<file path="src/rtl/bas_seq_ctrl.sv">
// bas_seq_ctrl: iteration sequencer for the bf16 Beetle Antennae Search datapath.
// Steps antenna, shared fitness and update units via go/done handshakes and tracks best fitness.
module bas_seq_ctrl (
    input  logic        clk,
    input  logic        reset,
    input  logic        start,
    input  logic [8:0]  count,
    input  logic [8:0]  seed1,
    input  logic [8:0]  seed2,
    output logic [8:0]  dir_x,
    output logic [8:0]  dir_y,
    output logic        ant_go,
    input  logic        ant_done,
    output logic        fit_go,
    output logic        fit_sel,
    input  logic        fit_done,
    input  logic [15:0] fit_res,
    output logic        upd_go,
    output logic        upd_sgn,
    input  logic        upd_done,
    output logic [15:0] f_best,
    output logic [31:0] clk_cnt,
    output logic        busy,
    output logic        done
);
    localparam logic [3:0] S_IDLE     = 4'd0;
    localparam logic [3:0] S_SEED     = 4'd1;
    localparam logic [3:0] S_DIR      = 4'd2;
    localparam logic [3:0] S_ANT_REQ  = 4'd3;
    localparam logic [3:0] S_ANT_WAIT = 4'd4;
    localparam logic [3:0] S_FL_REQ   = 4'd5;
    localparam logic [3:0] S_FL_WAIT  = 4'd6;
    localparam logic [3:0] S_FR_REQ   = 4'd7;
    localparam logic [3:0] S_FR_WAIT  = 4'd8;
    localparam logic [3:0] S_CMP      = 4'd9;
    localparam logic [3:0] S_UPD_REQ  = 4'd10;
    localparam logic [3:0] S_UPD_WAIT = 4'd11;
    localparam logic [3:0] S_CHK      = 4'd12;
    localparam logic [3:0] S_DONE     = 4'd13;

    logic [3:0]  state, nxt;
    logic [8:0]  rem;
    logic [15:0] fl, fr, m;
    logic        fr_lt;

    // bf16 less-than: NaN compares false, +0 and -0 are equal
    function automatic logic lt(input logic [15:0] a, input logic [15:0] b);
        logic nan_a, nan_b;
        nan_a = (&a[14:7]) && (|a[6:0]);
        nan_b = (&b[14:7]) && (|b[6:0]);
        if (nan_a || nan_b)
            return 1'b0;
        if (a[14:0] == 15'd0 && b[14:0] == 15'd0)
            return 1'b0;
        if (a[15] != b[15])
            return a[15];
        return a[15] ? (a[14:0] > b[14:0]) : (a[14:0] < b[14:0]);
    endfunction

    assign fr_lt = lt(fr, fl);
    assign m     = fr_lt ? fr : fl;
    assign busy  = (state != S_IDLE) && (state != S_DONE);
    assign done  = (state == S_DONE);

    always_comb begin
        nxt = state;
        case (state)
            S_IDLE, S_DONE: nxt = start ? S_SEED : state;
            S_SEED:         nxt = (count == 9'd0) ? S_DONE : S_DIR;
            S_DIR:          nxt = S_ANT_REQ;
            S_ANT_REQ:      nxt = S_ANT_WAIT;
            S_ANT_WAIT:     nxt = ant_done ? S_FL_REQ : S_ANT_WAIT;
            S_FL_REQ:       nxt = S_FL_WAIT;
            S_FL_WAIT:      nxt = fit_done ? S_FR_REQ : S_FL_WAIT;
            S_FR_REQ:       nxt = S_FR_WAIT;
            S_FR_WAIT:      nxt = fit_done ? S_CMP : S_FR_WAIT;
            S_CMP:          nxt = S_UPD_REQ;
            S_UPD_REQ:      nxt = S_UPD_WAIT;
            S_UPD_WAIT:     nxt = upd_done ? S_CHK : S_UPD_WAIT;
            S_CHK:          nxt = (rem == 9'd1) ? S_DONE : S_DIR;
            default:        nxt = S_IDLE;
        endcase
    end

    always_ff @(posedge clk or posedge reset) begin
        if (reset) begin
            state   <= S_IDLE;
            rem     <= 9'd0;
            dir_x   <= 9'd0;
            dir_y   <= 9'd0;
            fl      <= 16'd0;
            fr      <= 16'd0;
            ant_go  <= 1'b0;
            fit_go  <= 1'b0;
            fit_sel <= 1'b0;
            upd_go  <= 1'b0;
            upd_sgn <= 1'b0;
            f_best  <= 16'h7F80;
            clk_cnt <= 32'd0;
        end else begin
            state   <= nxt;
            // go pulses are registered off the next state so they coincide with the REQ cycle
            ant_go  <= (nxt == S_ANT_REQ);
            fit_go  <= (nxt == S_FL_REQ) || (nxt == S_FR_REQ);
            fit_sel <= (nxt == S_FR_REQ) || (nxt == S_FR_WAIT);
            upd_go  <= (nxt == S_UPD_REQ);
            if (state == S_SEED) begin
                rem     <= count;
                dir_x   <= (seed1 == 9'd0) ? 9'd1 : seed1;
                dir_y   <= (seed2 == 9'd0) ? 9'd1 : seed2;
                f_best  <= 16'h7F80;
                clk_cnt <= 32'd1;
            end else if (busy) begin
                clk_cnt <= (&clk_cnt) ? clk_cnt : clk_cnt + 32'd1;
            end
            if (state == S_DIR) begin
                dir_x <= {dir_x[7:0], dir_x[8] ^ dir_x[4]};
                dir_y <= {dir_y[7:0], dir_y[8] ^ dir_y[4]};
            end
            if (state == S_FL_WAIT && fit_done)
                fl <= fit_res;
            if (state == S_FR_WAIT && fit_done)
                fr <= fit_res;
            if (state == S_CMP) begin
                upd_sgn <= fr_lt;
                if (lt(m, f_best))
                    f_best <= m;
            end
            if (state == S_CHK)
                rem <= rem - 9'd1;
        end
    end
endmodule

</file>
<file path="config.mk">
export PLATFORM = sky130hd
export DESIGN_NAME = bas_seq_ctrl
export DESIGN_NICKNAME = d
export VERILOG_FILES = /design/src/rtl/bas_seq_ctrl.sv
export SDC_FILE = /design/constraint.sdc
export NUM_CORES = 1
export LEC_CHECK = 0
export CORE_MARGIN = 2
export CORE_UTILIZATION = 38
export DETAILED_ROUTE_END_ITERATION = 6
export SYNTH_ARGS = -nofsm -noshare
export SYNTH_HDL_FRONTEND = slang
export SYNTH_SLANG_ARGS = --single-unit
</file>
<file path="constraint.sdc">
create_clock -name clk -period 12.2 [get_ports clk]
set_clock_uncertainty 0.2 [all_clocks]
set_input_delay 2.44 -clock clk [delete_from_list [all_inputs] [get_ports clk]]
set_output_delay 2.44 -clock clk [all_outputs]
set_load 0.02 [all_outputs]
</file>
# Word level (Yosys, flattened, before mapping)
# Cells that the tools add are included.
# totals
regBits	116
input_bits	49
out_inout_bits	73
word_cells	133
# classes
add_sub_neg	2
order_cmp	4
n_eq_ne	23
muxes	53
n_bitwise	2
reduce_logical	36
# op_table
operator	count
2-to-1 mux 32 bit	3
2-to-1 mux 9 bit	8
2-to-1 mux 16 bit	4
logical NOT 15 bit	4
one-hot mux 4 bit (13 select lines)	1
2-to-1 mux 1 bit	33
adder 32 x 1 -> 32 bit, second input constant	1
== test 4 bit, second input constant	8
AND reduction 32 bit	1
AND reduction 8 bit	4
> comparator 15 bit	2
less-than comparator 15 bit	2
OR reduction 7 bit	4
logical NOT 9 bit	3
== test 4 x 3 -> 1 bit, second input constant	6
== test 4 x 2 -> 1 bit, second input constant	3
2-to-1 mux 4 bit	3
== test 9 x 1 -> 1 bit, second input constant	1
logical AND 1 bit	9
subtractor 9 x 1 -> 9 bit, second input constant	1
nonzero test 2 bit	3
== test 4 x 1 -> 1 bit, second input constant	1
logical NOT 4 bit	1
logical OR 1 bit	4
8 further kinds	10

# Longest topological paths before layout
# logic_depth
ltp_word	27
depth_mapped	18
mapped_depth_nobuf	16

# Least setup slack after synthesis
# Ideal clock, no wire load.
# synth_timing
path_type	reg2reg
from	register fl[10]
to	register f_best[10]
setup_ns	0.082
arrival_ns	3.966
slack_ns	7.952
stages_incl_launch_ff	19
synth_period_minus_slack_ns	4.248
cell_sequence	dfrtp_1 > inv_1 > ha_1 > a21oi_1 > o21ai_0 > a221oi_1 > nand4bb_1 > nand2_2 > buf_4 > mux2_2 > ha_1 > nand4_1 > nor3_1 > o221ai_1 > a311oi_1 > nor3b_2 > o311ai_4 > buf_12 > mux2_4
# synth_via
elab_chain_len	19
elab_cells_between_ends	44
classes_between	4 x order compare; 1 x eq/ne; 28 x mux; 11 x reduce/logical
# synth_lines
item	line_no	text
start, declared	43	logic [15:0] fl, fr, m;
start signal, assigned	121	fl <= fit_res;
branches (longest 7 deep; another with less-than comparator 15 bit)	-	
2-to-1 mux 16 bit (*)	61	assign m = fr_lt ? fr : fl;
branches (longest 9 deep; another with less-than comparator 15 bit)	-	
2-to-1 mux 16 bit (*)	126	if (lt(m, f_best))
2-to-1 mux 16 bit (*)	124	if (state == S_CMP) begin
end signal, assigned	127	f_best <= m;
end, declared	21	output logic [15:0] f_best,
# Every way passes the cells marked *. The select of a mux whose other input is x is not followed.
# A chain may end at the register's enable or synchronous reset.

# Worst setup path after layout
# layout_timing
from	register state[2]
to	output busy
# layout_via
elab_chain_len	2
elab_cells_between_ends	3
classes_between	1 x eq/ne; 2 x reduce/logical
# layout_lines
item	line_no	text
start, declared	41	logic [3:0] state, nxt;
start signal, assigned	101	state <= nxt;
inequality test 4 bit or nonzero test 4 bit (tied branches)	62	assign busy = (state != S_IDLE) && (state != S_DONE);
logical AND 1 bit (*)	62	
end, declared	23	output logic busy,
# Mark *: on every way between the ends. The rest lies on a longest branch, timed or not.

==> results by group <==
Setup path
  – R2R cell count: 16
  – Slowest cell on the critical path: dfrtp_1
  – CP endpoint: busy
  – Critical Path RT: 9560 ps
  – Critical path type: reg -> out
  – R2R Setup Slk: 7500 ps
  – Worst setup path startpoint: state[2]$_DFF_PP0_
  – CP max stage delay: 550 ps
  – CP Max Fanout: 16
  – CP Buf/Inv Count: 2
  – RR Endpoint: f_best[1]$_DFF_PP0_
  – Crit end category: output port
  – WP depth: 4
  – Crit path DAT: 2440 ps
  – CP delay by family, top: buffers and inverters
  – Reg-to-reg startpoint: fl[13]$_DFFE_PP0P_
  – Cell Chain, Critical Path: or3_1 > a21oi_1 > inv_1 > clkdlybuf4s50_1
  – CP Launch Type: flip-flop

STA
  – Pins Over Slew Limit: 0
  – Worst-Margin Slew: 1144 ps
  – Fin. Hold Viols: 0
  – Setup violations, final: 0
  – Worst rel slew slack: 23.38%
  – Period minus WS final: 5076 ps
  – Final setup TNS: 0 ps
  – Max Freq: 197.0 MHz
  – Period utilization: 41.61%
  – Fin Hold WS: 313.9 ps
  – Setup slack after layout: 7124 ps
  – RSZ-0062 raised after global routing: no

Worst hold path
  – Hold crit path type: reg -> reg
  – Hold Crit Start: rem[4]$_DFFE_PP0P_

Die
  – Initial core utilization: 38.43%
  – Die area: 18320 um2
  – Die Width: 135.3 um
  – Std cell rows: 48
  – Core Area: 17060 um2
  – # IOs: 122
  – Die extent in y: 135.3 um

CTS
  – Clock transition at path regs: 50 ps
  – Cts bufs inserted: 17
  – Clock sinks: 116
  – Clk root buf: clkbuf_16
  – Hold Buf Count CTS: 0
  – H-tree levels: 4
  – CTS tree: yes
  – Clk_lat worst skew: 410 ps
  – Post-CTS Resized: 0
  – Post-CTS setup buffers: 0
  – Max Buffers Root-to-Sink: 2

Synth
  – Post-Synthesis Net Count: 728
  – Dominant synthesized flop cell: dfrtp_1
  – Register bit total from synthesis: 116
  – Synth warn: 0
  – Post-Syn Area per Cell: 10.15 um2
  – Post-synth EDFFs: 0
  – Seq/Total Area, Yosys: 44.44%
  – Netlist cell types: 59
  – Synthesized cell area: 6555 um2
  – Post-synth ARST share: 100.0%
  – Post-synthesis cell count: 646

Global route
  – Antenna violations before repair: 0
  – GRT Overall Usage: 19.74%
  – Met1 Resource Use GR: 25.05%
  – Vias in the first global route: 5729
  – Grt total ovfl: 0
  – Largest net degree at the start of global routing: 66
  – Most Used Layer, Global Route: met2
  – First-pass GRT wire length: 28710 um
  – Met2 Resource Use GR: 32.94%
  – Met3 usage: 5.761%

Power and ir drop
  – P_leak: 3.829 nW
  – Pwr Density: 258.8 nW/um2
  – Max VDD drop: 0.1326 mV

Run status
  – Failing checks: DRC
  – Outcome: complete, but fails checks

Route
  – WL/cell: 17.15 um
  – Initial DRC count: 370
  – Vias: 5494
  – DRC viols: 2
  – Antenna viol nets, final: 0
  – Routed WL: 17220 um
  – Via-to-Cell Ratio: 5.472
  – Detailed Routing Iterations Pass 1: 7

Cells and area
  – Fin util: 50.32%
  – Most common cell after layout, fill and taps aside: clkdlybuf4s50_1
  – Nets@finish: 848
  – N_diodes: 0
  – Layout area overhead: 30.94%
  – Filler cells: 1574
  – Share of layout cells above drive strength 1: 14.63%
  – Commonest cells after routing, fill and taps aside: clkdlybuf4s50_1 (121), dfrtp_1 (108), nor2_1 (59)

Run
  – Max_cap viols: 0

Place
  – GPL Wtd Cong: 0.9116
  – Port bufs: 121
  – DP HPWL: 12280 um
  – Dpl ws: 7440 ps
## layout make-up
cell class              instances  area (um2)  share of cell area (%)
inverters                      59       224.0                   2.609
flip-flops and latches        116        2913                   33.94
well taps                     225       281.5                   3.280
multi-input cells             448        3319                   38.67
clock buffers                  20       456.7                   5.321
repair buffers                124        1234                   14.37
clock inverters                12       155.1                   1.808
## cell usage after synthesis, types with 8 or more instances
cell      count  area, um2
a211oi_1      9      67.56
nor4_1       14      87.58
a222oi_1     14      140.1
ha_1         33      412.9
o21ai_0      23      115.1
inv_1        59      221.5
dfrtp_1     108       2703
nand3_1      21      105.1
nand4_1      25      156.4
nand2_1      40      150.1
clkbuf_1     20      75.07
mux2_4        8      120.1
a21oi_1      21      105.1
nor3_1       17      85.08
and4_1        9      78.83
xor2_1       17      148.9
nor2_1       59      221.5
dfstp_2       8      210.2
mux2_2       53      596.8
xnor2_1      14      122.6
## cells by family (layout without fill, tap and decap cells)
| group | count (synthesis) | count (layout) | synth area share (%) |
|---|---|---|---|
| AOI/OAI and AO/OA | 98 | 98 | 10.98 |
| xor gates and xnor gates | 31 | 31 | 4.142 |
| adders and majority gates | 33 | 33 | 6.299 |
| buffers and inverters | 82 | 215 | 5.001 |
| DFF | 116 | 116 | 44.44 |
| muxes | 68 | 68 | 12.01 |
| and+or+nand+nor | 218 | 218 | 17.14 |
## how the worst min path moves through the flow
| stage | endpoint | slack [ps] | cells after the start |
|---|---|---|---|
| 6_report | rem[4]$_DFFE_PP0P_ | 310 | 1 |
| 5_1_grt | rem[4]$_DFFE_PP0P_ | 350 | 1 |
| 4_1_cts | rem[4]$_DFFE_PP0P_ | 310 | 1 |
| 3_5_place_dp | rem[4]$_DFFE_PP0P_ | 310 | 1 |
| 3_3_place_gp | rem[4]$_DFFE_PP0P_ | 290 | 1 |
| 2_1_floorplan | rem[4]$_DFFE_PP0P_ | 260 | 1 |
## power breakdown
| part | internal (mW) | switching [mW] | total (mW) | leakage (nW) |
|---|---|---|---|---|
| Sequential | 0.531 | 0.172 | 0.703 | 1.48 |
| Combinational | 0.481 | 0.523 | 1.00 | 2.05 |
| Clock | 0.332 | 0.182 | 0.514 | 0.296 |
## through the flow
stage / area, um2 / instances / power (mW)
final: 8583 / 1004 / 2.221
after global routing: 8583 / 1004 / 2.386
after CTS: 8583 / 1004 / 2.241
after detailed placement: 7971 / 972 / 1.713
after global placement: 7971 / 972 / 1.680
after floorplan: 6555 / 646 / 1.365
## registers in the layout, indices dropped and copies added (netlist names)
register and count:
ant_go 1, clk_cnt 32, dir_x 9, dir_y 9
f_best 16, fit_go 1, fit_sel 1, fl 16
fr 16, rem 9, state 4, upd_go 1
upd_sgn 1
## worst reg2reg max path: cells and delay by family (launching register included)
family	cells	cell delay, ps
DFF	1	430
AOI/OAI and AO/OA	5	1280
buffers and inverters	1	70
and+or+nand+nor	6	1140
muxes	2	830
adders and majority gates	2	640
## routing by layer
layer / up-vias / share of wire, %
met3: 18 / 5.5
met5: - / 0
met1: 2728 / 45
met2: 151 / 49
met4: 0 / 1.2
li1: 2597 / -
Power figures use the tool's default switching activity.
==> RTL change 1, RTL diff (same flow settings) <==
Put one more register stage on the output `dir_y`, without a reset. The value now appears one clock later. The other outputs are not delayed to match.
--- a/src/rtl/bas_seq_ctrl.sv
+++ b/src/rtl/bas_seq_ctrl.sv
@@ -37,6 +37,8 @@
     localparam logic [3:0] S_UPD_WAIT = 4'd11;
     localparam logic [3:0] S_CHK      = 4'd12;
     localparam logic [3:0] S_DONE     = 4'd13;
+
+    logic [8:0] dir_y_s0;
 
     logic [3:0]  state, nxt;
     logic [8:0]  rem;
@@ -87,7 +89,7 @@
             state   <= S_IDLE;
             rem     <= 9'd0;
             dir_x   <= 9'd0;
-            dir_y   <= 9'd0;
+            dir_y_s0 <= 9'd0;
             fl      <= 16'd0;
             fr      <= 16'd0;
             ant_go  <= 1'b0;
@@ -107,7 +109,7 @@
             if (state == S_SEED) begin
                 rem     <= count;
                 dir_x   <= (seed1 == 9'd0) ? 9'd1 : seed1;
-                dir_y   <= (seed2 == 9'd0) ? 9'd1 : seed2;
+                dir_y_s0 <= (seed2 == 9'd0) ? 9'd1 : seed2;
                 f_best  <= 16'h7F80;
                 clk_cnt <= 32'd1;
             end else if (busy) begin
@@ -115,7 +117,7 @@
             end
             if (state == S_DIR) begin
                 dir_x <= {dir_x[7:0], dir_x[8] ^ dir_x[4]};
-                dir_y <= {dir_y[7:0], dir_y[8] ^ dir_y[4]};
+                dir_y_s0 <= {dir_y_s0[7:0], dir_y_s0[8] ^ dir_y_s0[4]};
             end
             if (state == S_FL_WAIT && fit_done)
                 fl <= fit_res;
@@ -130,5 +132,9 @@
                 rem <= rem - 9'd1;
         end
     end
+    always_ff @(posedge clk) begin
+        dir_y <= dir_y_s0;
+    end
+
 endmodule
 
Check against the original RTL: not equivalent (Yosys sat finds a counterexample within 4 cycles, from zero or initial values and one cycle with reset high).
==> RTL change 1 against the original RTL <==
First-iteration DRC count shrank 13%. Combinational power grew 9%. Area after synthesis grew 3.6%. Worst setup slack gained 0.046 ns. Sequential cell count grew 9. Total power grew 7.2%. Critical path depth grew 12. Routed wire length grew 2.0%. Design area grew 3.1%. Cell count grew 2.6%. Via count grew 2.3%. Register-to-register slack lost 0.33 ns. Critical path type is now flip-flop to flip-flop.
==> RTL change 1: results (changes against the original RTL) <==
* Crit-path max FO at 17 (+1)
* IO buf count at 121 (unchanged)
* Ant diodes at 0 (unchanged)
* Post-Synth XOR/XNOR Area at 0.0310 (-0.0105)
* Hold depth at 0 (-1)
* Endpoint, Worst Hold: dir_y[5]$_DFF_P_
* Synth Area in Compound Gates at 0.114 (+0.00470)
* DR iter-0 viols at 321 (-13%)
* Post-synthesis cell type count at 57 (-3.4%)
* Drt wl/cell at 17.1 um (-0.54%)
* CTS HTree Levels at 4 (unchanged)
* Hold crit path type: flip-flop to flip-flop
* DR pass1 iterations at 5 (-2)
* Post-synthesis adder-cell area fraction at 0.0608 (-0.00217)
* Via count at 5622 (+2.3%)
* Synth warnings at 0 (unchanged)
* Largest net degree at the start of global routing at 64 (-3.0%)
* Worst Max-Slew Pin Slew at 1.15 ns (+0.00600 ns)
* Max FFs per register at 32 (unchanged)
* Status: finished, final reports clean
* Clock transition at the registers of the reported paths at 0.06 ns
* Final setup margin at 7.17 ns (+0.0461 ns)
* Root Driver: clkbuf_16
* CTS Buf Count at 17 (unchanged)
* HPWL after DPL at 12700 um (+3.2%)
* Final WL at 17600 um (+2.0%)
* Met1 WL at 8060 um (+4.7%)
* Crit-path leading delay family: compound AO/OA/AOI/OAI gates
* HP Start: dir_y_s0[5]$_DFFE_PP0P_
* Worst r2r src: fl[10]$_DFFE_PP0P_
* CP max stage cell: dfrtp_1
* Area contributors post-synth: dfrtp_1 40%, mux2_2 8.6%, ha_1 6.1%
* Final GP Congestion at 0.928 (+1.8%)
* CP max stage delay at 0.45 ns (-0.10 ns)
* Fraction of layout cells with a size suffix above 1 at 0.147 (+0.000242)
* R2R Path End: f_best[1]$_DFF_PP0_
* Fin nets at 874 (+3.1%)
* Async set-reset flop share out of synthesis at 0.928 (-0.0720)
* Placed Cells at 998 (+2.7%)
* Max Cap Violations at 0 (unchanged)
* Met3 Usage GRT at 0.0511 (-0.00647)
* Static Leak at 3.85 nW (+0.65%)
* # resized after CTS at 0 (unchanged)
* Routed wl met3 at 964 um (+1.0%)
* DR WL met2 at 8370 um (+0.18%)
* Synth cell count leaders: 108 x dfrtp_1, 56 x nand2_1, 55 x nor2_1
* Mux cell area share after synthesis at 0.119 (-0.00137)
* VDD IR max at 0.112 mV (-16%)
* Hold Worst Slack at 0.202 ns (-0.112 ns)
* Placed cell area at 0.00823 sq mm (+3.2%)
* Worst Path Arrival at 5.12 ns (+2.68 ns)
* Syn nets at 752 (+3.3%)
* Crit path kind: flip-flop to flip-flop
* Seq/Total Area, Yosys at 0.456 (+0.0112)
* Met1 GRT Util at 0.255 (+0.00470)
* First-pass GRT wire length at 28600 um (-0.26%)
* Met2 GRT Util at 0.313 (-0.0168)
* Cells after synthesis at 670 (+3.7%)
* Top FF cell, synth: dfrtp_1
* All-layer global routing usage at 0.193 (-0.00455)
[RTL change 1: cell count changes after synthesis, moves of 4 or more]
cell / before / now
a211o_1: 5 / 1
a21oi_1: 21 / 27
a221o_1: 2 / 6
dfxtp_1: 0 / 9
inv_1: 59 / 53
nand2_1: 40 / 56
nand4_1: 25 / 16
nor2_1: 59 / 55
nor4_1: 14 / 19
o21ai_0: 23 / 31
or3_1: 6 / 15
xor2_1: 17 / 11
[RTL change 1: power breakdown]
part | total (mW) | switching, mW | internal [mW]
registers | 0.753 | 0.181 | 0.572
clock network | 0.537 | 0.184 | 0.353
logic | 1.09 | 0.583 | 0.507
total | 2.38 | 0.948 | 1.43
[RTL change 1: final cells by class]
| class | instances | area [sq um] |
|---|---|---|
| Timing Repair Buffer | 126 | 1250 |
| Tap cell | 225 | 282 |
| Clock inverter | 10 | 161 |
| Sequential cell | 125 | 3090 |
| Inverter | 53 | 201 |
| Clock buffer | 22 | 464 |
| Fill cell | 1533 | 8510 |
| Multi-Input combinational cell | 469 | 3400 |
==> RTL change 2, RTL diff (same settings) <==
Without the edit above. The localparam `S_UPD_WAIT` goes from 4'd11 to 4'd10.
--- a/src/rtl/bas_seq_ctrl.sv
+++ b/src/rtl/bas_seq_ctrl.sv
@@ -34,7 +34,7 @@
     localparam logic [3:0] S_FR_WAIT  = 4'd8;
     localparam logic [3:0] S_CMP      = 4'd9;
     localparam logic [3:0] S_UPD_REQ  = 4'd10;
-    localparam logic [3:0] S_UPD_WAIT = 4'd11;
+    localparam logic [3:0] S_UPD_WAIT = 4'd10;
     localparam logic [3:0] S_CHK      = 4'd12;
     localparam logic [3:0] S_DONE     = 4'd13;
 
Formal check against the unedited RTL: no difference found for any inputs over 10 cycles, from zero or initial values and one cycle with reset high; that may be too few to reach the edited logic, so the function may still have changed.
==> RTL change 2 against the original RTL <==
Area after synthesis fell by 0.84%. Routed wire length shrank 4.0%. Worst setup slack got worse by 0.37 ns. Global-route usage fell by 0.77 points. Via count shrank 0.66%. Maximum frequency decreased by 6.7%. Total power fell by 3.8%. Critical path type is now flip-flop to flip-flop. Sequential cell count unchanged. Die area is 0.82% lower. Sequential power is 5.3% lower. Design area shrank 0.82%. Sequential share of layout area grew 0.28 points. Largest cell class unchanged.
==> RTL change 2: results (changes against the original RTL) <==
* Worst r2r src: fr[10]$_DFFE_PP0P_
* Vias in the first global route at 5390 (-5.9%)
* VDD IR max at 0.133 mV (+0.61%)
* DR pass1 iterations at 4 (-3)
* Placed cell area at 0.00790 sq mm (-0.94%)
* Die X at 135 um (-0.41%)
* Clock buffers at 19 (-5.0%)
* Switch share at 0.405 (+0.0104)
* Post-synthesis cell type count at 63 (+6.8%)
* FF-to-FF setup slack at 6.76 ns (-0.74 ns)
* Clk cell area share at 0.0725 (+0.00117)
* HP Start: dir_y[7]$_DFFE_PP0P_
* Multi-input gates at 501 (+12%)
* Endpoint, Worst Hold: dir_y[7]$_DFFE_PP0P_
* IO buf count at 120 (-0.83%)
* R2R Path End: f_best[5]$_DFF_PP0_
* Largest reg by FF count: clk_cnt
* Worst Path Arrival at 5.54 ns (+3.10 ns)
* NetSw at 0.866 mW (-1.3%)
* Area contributors post-synth: dfrtp_1 42%, ha_1 6.4%, nand2_1 5.4%
* Synth warnings at 0 (unchanged)
* Met2 GRT Util at 0.292 (-0.0372)
* Met3 Usage GRT at 0.0435 (-0.0141)
* Worst rel slew slack at 0.255 (+0.0213)
* CP max stage cell: and4_1
* Fill cells at 1541 (-2.1%)
* Seq pwr share at 0.312 (-0.005)
* Non-clock inverter count at 37 (-37%)
* Hold crit path type: flip-flop to flip-flop
* Root Driver: clkbuf_16
* Hold depth at 2 (+1)
* Final GP Congestion at 0.897 (-1.6%)
* NonClk Buf Share at 0.145 (+0.000889)
* All-layer global routing usage at 0.190 (-0.00767)
* Met1 GRT Util at 0.264 (+0.0131)
* Static Leak at 3.72 nW (-3.0%)
* Syn nets at 762 (+4.7%)
* Largest net degree at the start of global routing at 83 (+26%)
* Fraction of layout cells with a size suffix above 1 at 0.126 (-0.0204)
* Seq/Total Area, Yosys at 0.448 (+0.00376)
* Status: finished, final reports clean
* Post CTS Setup Buffer Count at 0 (unchanged)
* Via count at 5458 (-0.66%)
* First-pass GRT wire length at 27300 um (-4.8%)
* HPWL after DPL at 12000 um (-2.0%)
* Comb power frac at 0.444 (-0.008)
* Crit-path leading delay family: compound AO/OA/AOI/OAI gates
* Crit-path max FO at 32 (+16)
* CP max stage delay at 0.82 ns (+0.27 ns)
* DR iter-0 viols at 424 (+15%)
* Drt wl/cell at 16.1 um (-6.4%)
* Synth cell count leaders: 108 x dfrtp_1, 94 x nand2_1, 63 x nor2_1
* Fin nets at 879 (+3.7%)
* Multi-input gate share of the layout cell area at 0.392 (+0.00509)
## RTL change 2: cell types whose count changed in the layout (fill, tap and decap cells not counted), moves of 7 or more
cell      delta
a222oi_1    -14
o21ai_0     +28
xnor2_1      -7
a22oi_1     +14
inv_1       -22
mux2_2      -27
nand2_1     +54
## RTL change 2: worst max-delay path by stage
stage                        from             endpoint  cells past startpoint
5_1_grt         fl[8]$_DFFE_PP0P_  f_best[5]$_DFF_PP0_                     17
3_5_place_dp   fr[10]$_DFFE_PP0P_  f_best[2]$_DFF_PP0_                     16
3_3_place_gp   fr[10]$_DFFE_PP0P_  f_best[4]$_DFF_PP0_                     16
4_1_cts        fr[10]$_DFFE_PP0P_  f_best[2]$_DFF_PP0_                     16
2_1_floorplan               reset     ant_go$_DFF_PP0_                      1
6_report       fr[10]$_DFFE_PP0P_  f_best[5]$_DFF_PP0_                     16
## RTL change 2: cell families (layout without fill, tap and decap cells)
family	after synthesis	in the layout	share of synthesized area
AND/OR/NAND/NOR	274	274	0.211
flip-flops	116	116	0.448
multiplexers	38	38	0.0697
XOR/XNOR	28	28	0.0377
AO/OA/AOI/OAI	128	128	0.131
buffers and inverters	63	193	0.0395
adder cells (fa/ha/maj)	33	33	0.0635
## RTL change 2: metrics by stage
stage	instances	setup WS, ns	hold WS (ns)	utilization
after floorplan	680	6.50	0.302	-
after detailed placement	998	6.70	0.292	0.474
after global routing	1030	6.25	0.337	0.512
final	1030	6.76	0.305	0.512
after CTS	1030	6.69	0.308	0.512
after global placement	998	6.82	0.288	0.474
## RTL change 2: layer usage
metal,wire length (um),part of all wire,up-vias
met5,0,0,-
met4,291,0.018,0
met3,815,0.049,24
met2,7570,0.46,133
met1,7860,0.48,2635
li1,-,-,2666
